$ cat config.mk
export PLATFORM = sky130hd
export DESIGN_NAME = arb_mux
export DESIGN_NICKNAME = d
export VERILOG_FILES = /design/src/rtl/arb_mux_pkg.sv /design/src/rtl/arb_mux_rr_pick.sv /design/src/rtl/arb_mux.sv
export SDC_FILE = /design/constraint.sdc
export NUM_CORES = 1
export LEC_CHECK = 0
export CORE_UTILIZATION = 44
export CTS_BUF_LIST = sky130_fd_sc_hd__clkbuf_4 sky130_fd_sc_hd__clkbuf_8
export DETAILED_ROUTE_END_ITERATION = 7
export PLACE_DENSITY = 0.94
export SLEW_MARGIN = 20
export SYNTH_ARGS = -nofsm -noshare
export SYNTH_HDL_FRONTEND = slang
export SYNTH_SLANG_ARGS = --single-unit
$ cat constraint.sdc
create_clock -name clock -period 10.11 [get_ports clock]
set_input_delay 2.022 -clock clock [delete_from_list [all_inputs] [get_ports clock]]
set_output_delay 2.022 -clock clock [all_outputs]
set_load 0.02 [all_outputs]
$ cat src/rtl/arb_mux_pkg.sv
// arb_mux_pkg: shared constants and helpers for the arbitrating multiplexer.
//   MODE_*  : encodings of the io_mode input (3 behaves like MODE_RR)
//   clog2   : index width helper, never narrower than one bit
package arb_mux_pkg;

  localparam logic [1:0] MODE_FORCED = 2'd0;
  localparam logic [1:0] MODE_FIXED  = 2'd1;
  localparam logic [1:0] MODE_RR     = 2'd2;

  function automatic int clog2(input int n);
    int r;
    int v;
    r = 0;
    v = n - 1;
    while (v > 0) begin
      r = r + 1;
      v = v >> 1;
    end
    return (r < 1) ? 1 : r;
  endfunction

endpackage

$ cat src/rtl/arb_mux_rr_pick.sv
// rr_pick: rotating priority scan over an N-bit valid vector.
//   i_valid : request vector, bit i = channel i requesting
//   i_start : first index to examine (must be < N)
//   o_found : at least one request present
//   o_idx   : first requesting index scanning i_start, i_start+1, ..., wrapping to 0
module rr_pick
  import arb_mux_pkg::*;
#(
  parameter  int N  = 8,
  localparam int SW = clog2(N)
) (
  input  logic [N-1:0]  i_valid,
  input  logic [SW-1:0] i_start,
  output logic          o_found,
  output logic [SW-1:0] o_idx
);

  logic          w_hi_found;
  logic [SW-1:0] w_hi_idx;
  logic          w_lo_found;
  logic [SW-1:0] w_lo_idx;

  // The rotation is split into two linear scans: indices at or above the
  // start win over the wrapped-around indices below it. This keeps every
  // vector index a loop constant.
  always_comb begin
    w_hi_found = 1'b0;
    w_hi_idx   = '0;
    w_lo_found = 1'b0;
    w_lo_idx   = '0;
    for (int i = 0; i < N; i++) begin
      if (i_valid[i]) begin
        if (i >= int'(i_start)) begin
          if (!w_hi_found) begin
            w_hi_found = 1'b1;
            w_hi_idx   = SW'(i);
          end
        end else if (!w_lo_found) begin
          w_lo_found = 1'b1;
          w_lo_idx   = SW'(i);
        end
      end
    end
  end

  assign o_found = w_hi_found || w_lo_found;
  assign o_idx   = w_hi_found ? w_hi_idx : w_lo_idx;

endmodule

$ cat src/rtl/arb_mux.sv
// arb_mux: N-channel, W-bit arbitrating multiplexer with a registered output.
//   clock, reset      : rising-edge clock, synchronous active-high reset
//   io_in_valid/bits  : N producer channels, channel i data at bits[i*W +: W]
//   io_in_ready       : one-hot (or zero) acceptance of the granted channel
//   io_mode, io_sel   : 0 forced to io_sel, 1 fixed priority, 2/3 round-robin
//   io_out_valid/bits : registered output data
//   io_out_chan       : channel index that supplied io_out_bits
//   io_out_ready      : consumer accepts the registered word
module arb_mux
  import arb_mux_pkg::*;
#(
  parameter  int N  = 8,
  parameter  int W  = 8,
  localparam int SW = clog2(N)
) (
  input  logic           clock,
  input  logic           reset,
  input  logic [N-1:0]   io_in_valid,
  input  logic [N*W-1:0] io_in_bits,
  output logic [N-1:0]   io_in_ready,
  input  logic [1:0]     io_mode,
  input  logic [SW-1:0]  io_sel,
  output logic           io_out_valid,
  output logic [W-1:0]   io_out_bits,
  output logic [SW-1:0]  io_out_chan,
  input  logic           io_out_ready
);

  logic          r_out_valid;
  logic [W-1:0]  r_out_bits;
  logic [SW-1:0] r_out_chan;
  logic [SW-1:0] r_last;

  logic          w_load_en;
  logic          w_fire;
  logic [SW-1:0] w_rr_start;
  logic          w_fix_found;
  logic [SW-1:0] w_fix_idx;
  logic          w_rr_found;
  logic [SW-1:0] w_rr_idx;
  logic          w_forced_ok;
  logic          w_grant;
  logic [SW-1:0] w_gidx;
  logic [W-1:0]  w_gdata;

  assign w_load_en  = !r_out_valid || io_out_ready;
  // Explicit wrap so a non-power-of-two N goes N-1 -> 0.
  assign w_rr_start = (r_last == SW'(N - 1)) ? '0 : r_last + 1'b1;

  rr_pick #(.N(N)) u_fixed_pick (
    .i_valid (io_in_valid),
    .i_start ('0),
    .o_found (w_fix_found),
    .o_idx   (w_fix_idx)
  );

  rr_pick #(.N(N)) u_rr_pick (
    .i_valid (io_in_valid),
    .i_start (w_rr_start),
    .o_found (w_rr_found),
    .o_idx   (w_rr_idx)
  );

  // Comparing against every legal index means io_sel >= N never matches.
  always_comb begin
    w_forced_ok = 1'b0;
    for (int i = 0; i < N; i++) begin
      if (io_sel == SW'(i) && io_in_valid[i]) w_forced_ok = 1'b1;
    end
  end

  always_comb begin
    w_grant = 1'b0;
    w_gidx  = '0;
    case (io_mode)
      MODE_FORCED: begin
        w_grant = w_forced_ok;
        w_gidx  = io_sel;
      end
      MODE_FIXED: begin
        w_grant = w_fix_found;
        w_gidx  = w_fix_idx;
      end
      default: begin
        w_grant = w_rr_found;
        w_gidx  = w_rr_idx;
      end
    endcase
  end

  assign w_fire = !reset && w_load_en && w_grant;

  always_comb begin
    io_in_ready = '0;
    w_gdata     = '0;
    for (int i = 0; i < N; i++) begin
      if (w_gidx == SW'(i)) begin
        io_in_ready[i] = w_fire;
        w_gdata        = io_in_bits[i*W +: W];
      end
    end
  end

  always_ff @(posedge clock) begin
    if (reset) begin
      r_out_valid <= 1'b0;
      r_out_bits  <= '0;
      r_out_chan  <= '0;
      r_last      <= SW'(N - 1);
    end else if (w_fire) begin
      r_out_valid <= 1'b1;
      r_out_bits  <= w_gdata;
      r_out_chan  <= w_gidx;
      r_last      <= w_gidx;
    end else if (r_out_valid && io_out_ready) begin
      r_out_valid <= 1'b0;
    end
  end

  assign io_out_valid = r_out_valid;
  assign io_out_bits  = r_out_bits;
  assign io_out_chan  = r_out_chan;

endmodule

==> flow_summary.yaml <==
timing:
  clock.fmax_ghz: 0.134
  clock_skew_ps: 6.57
  finalSetupViolCount: 0
  worstMarginPinSlew_ps: 834
  period_share_pct: 73.6
  final.min_clock_period_ps: 7440
  tns_ps: 0
  hold_violations: 0
  layout_setup_ws_ps: 2670
  rsz0062_at_grt: "no"
  report.final.slew_viol_count: 0
  slew_headroom_pct: 44.4
clock_network:
  hold_buffers: 0
  cts_setup_buffers: 0
  clk_latency_ps: 270
  cts-htree-levels: 1
  cts_inserted_buffers: 3
  cts_tree: "yes"
  cts.sinks: 15
  clkTransAtPathRegs_ps: 60
  root_buffer: "clkbuf_8"
  clk_path_buf_depth: 2
  ctsResizeCount: 0
route:
  drc_errors: 0
  wl_um: 6670
  vias_per_cell: 6.24
  ant_nets: 0
  vias: 2260
  drt_iter0_drc: 211
  wl_per_cell_um: 18.4
  drtPass1Iterations: 5
worst_setup_path:
  reg2reg_depth: 10
  ff2ff_setup_slack_ps: 6110
  cp_top_family: "simple AND/OR/NAND/NOR gates"
  start_kind: "primary input"
  path_cells: "clkdlybuf4s50_1 > nand4bb_1 > or3_1 > a2111oi_0 > and4b_4 > nor3_4 > nand2b_1 > nor3_1 > clkdlybuf4s50_1"
  cp.depth: 9
  arrival_ps: 5420
  endpoint_kind: "output port"
  cp_max_fo: 13
  critPathSlowestCell: "clkdlybuf4s50_1"
  slowest_delay_ps: 630
  critical_path.endpoint: "io_in_ready[4]"
  cp-startpoint: "io_in_valid[6]"
  worstPathRequired_ps: 8090
  r2r-end: "io_out_bits[7]$_SDFFE_PP0P_"
  r2r_start: "r_last[0]$_SDFFE_PP1P_"
  critPathBufInv: 2
  path_class: "primary input to output port"
  crit_top_cell: "clkdlybuf4s50_1"
final_layout:
  seq_area_sq_um: 300
  syn2layout_area_growth_pct: 54.3
  fill_cells: 325
  drive_gt1_share_pct: 8.97
  fin_nets: 397
  multi_input_area_sq_um: 1460
  post-route-cell-area_sq_um: 2900
  antennaDiodeCount: 0
floorplanning:
  initial_core_util_pct: 46.3
  pin_count: 100
  coreArea_sq_um: 4060
  fp.dieArea_sq_um: 4530
  die_w_um: 67.3
  placementRows: 23
  dieHeight_um: 67.3
pwr:
  switchingPower_uw: 153
  total_power_uw: 369
  p_int_uw: 216
  power_density_nw_per_um2: 127
  peakVddDrop_mv: 0.0806
  seqPwrFrac_pct: 20.9
  p_leak_nw: 1.09
  swShare_pct: 41.5
  pwr-share-clk_pct: 15.0
  pwr-share-comb_pct: 64.0
placement:
  dp_slack_ps: 2700
  port_buffers: 99
  place_congestion: 0.920
  dpl-instance-area_sq_um: 2850
  hpwl_um: 5170
synth:
  synth_area_sq_um: 1880
  yosys.area.top_type_share_pct: 16.0
  synth_cell_types: 54
  yosys_warnings: 0
  synth-seq-cells: 15
  synthTopCellsByCount: "nor2_1 (24), mux2i_1 (19), dfxtp_1 (15)"
  yosysSeqAreaShare_pct: 16.0
  syn_nets: 308
  synth_edf_count: 0
  async_flop_share_pct: 0
  yosysMostFrequentCell: "nor2_1"
  syn_avg_cell_area_sq_um: 8.38
  synth_area_leaders: "dfxtp_1 (16%), mux2i_1 (10%), mux2_2 (4.8%)"
  synthCells: 224
  synth_top_flop_cell: "dfxtp_1"
  yosysTopAreaCell: "dfxtp_1"
grt:
  grt_max_degree: 28
  grt_usage_pct: 28.4
  antenna_found_initial: 0
  grt_first_pass_wirelength_um: 9670
  grt_pass1_vias: 2002
  overflow: 0
run_status:
  status: "completed"
run:
  max-cap-violations: 0
worst_hold_path:
  hp-class: "flop to flop"
  hp-start: "io_out_bits[0]$_SDFFE_PP0P_"
==> layer usage <==
metal	vias up	GRT usage [%]	routed length, um
li1	1055	-	-
met1	1044	36.4	2650
met2	124	45.4	3220
met3	37	4.22	487
met4	0	15.4	309
met5	-	0	0
==> flip-flops by register name (all words and copies together) (netlist names) <==
| register | count |
|---|---|
| io_out_valid | 1 |
| io_out_bits | 8 |
| r_last | 3 |
| io_out_chan | 3 |
==> final cells by class <==
cell class | count | share of cell area (%)
Tap cell | 50 | 2.16
Timing Repair Buffer | 100 | 34.5
Clock buffer | 4 | 1.68
Multi-Input combinational cell | 186 | 50.4
Inverter | 7 | 0.907
Sequential cell | 15 | 10.4
==> cell families (layout without fill, tap and decap cells) <==
group | Yosys count | count (layout) | share of synthesized area, %
AO/OA/AOI/OAI | 75 | 75 | 33.7
adder cells (fa/ha/maj) | 4 | 4 | 2.67
buffers and inverters | 23 | 111 | 6.40
flip-flops | 15 | 15 | 16.0
multiplexers | 29 | 29 | 17.3
AND/OR/NAND/NOR | 78 | 78 | 23.9
==> power groups by stage <==
stage	clock (mW)	combinational (mW)	sequential, mW
final	0.0553	0.236	0.0772
after global routing	0.0571	0.250	0.0786
after CTS	0.0541	0.232	0.0771
after detailed placement	0	0.231	0.0783
after global placement	0	0.226	0.0775
after floorplan	0	0.140	0.0895
==> layout by cell type (no fill, tap or decap), types with 2 or more instances in the layout <==
cell type,Yosys,layout
o31ai_2,6,6
a41oi_1,2,2
mux2_2,8,8
mux2i_1,19,19
mux4_2,2,2
o21bai_1,2,2
nand2b_1,5,5
nor3b_1,2,2
nand3b_1,8,8
o211ai_1,2,2
inv_1,7,7
nor3_1,3,3
clkdlybuf4s50_1,0,99
o21ai_0,6,6
o221ai_1,9,9
o22ai_1,2,2
or3_1,3,3
nor2b_1,8,8
a21o_1,2,2
o221a_1,8,8
clkbuf_8,0,3
ha_1,4,4
and3_1,2,2
a21boi_0,9,9
a31oi_1,2,2
and2_1,2,2
dfxtp_1,15,15
nor4_1,2,2
nand2_1,10,10
nor2_1,24,24
a21oi_1,7,7
o31ai_1,5,5
a2111oi_0,2,2
==> tightest hold or removal path: stages (launching register included) <==
cell      delay, ps
dfxtp_1         310
nand3b_1         80
o31ai_1          60
==> how the worst min path moves through the flow <==
stage / to / slack (ps) / cells after the start
CTS: io_out_bits[0]$_SDFFE_PP0P_ / 500 / 2
floorplan: r_last[2]$_SDFFE_PP1P_ / 480 / 2
detailed placement: io_out_bits[0]$_SDFFE_PP0P_ / 490 / 2
finish: io_out_bits[0]$_SDFFE_PP0P_ / 500 / 2
global placement: io_out_bits[1]$_SDFFE_PP0P_ / 470 / 2
global route: io_out_bits[2]$_SDFFE_PP0P_ / 530 / 2
==> metrics by stage <==
step           hold slack [ps]  instances  util (%)
2_1_floorplan              476        224         -
5_1_grt                    527        362      71.4
3_3_place_gp               472        358      70.2
4_1_cts                    497        362      71.4
3_5_place_dp               486        358      70.2
6_report                   495        362      71.4
Power figures use the tool's default switching activity.
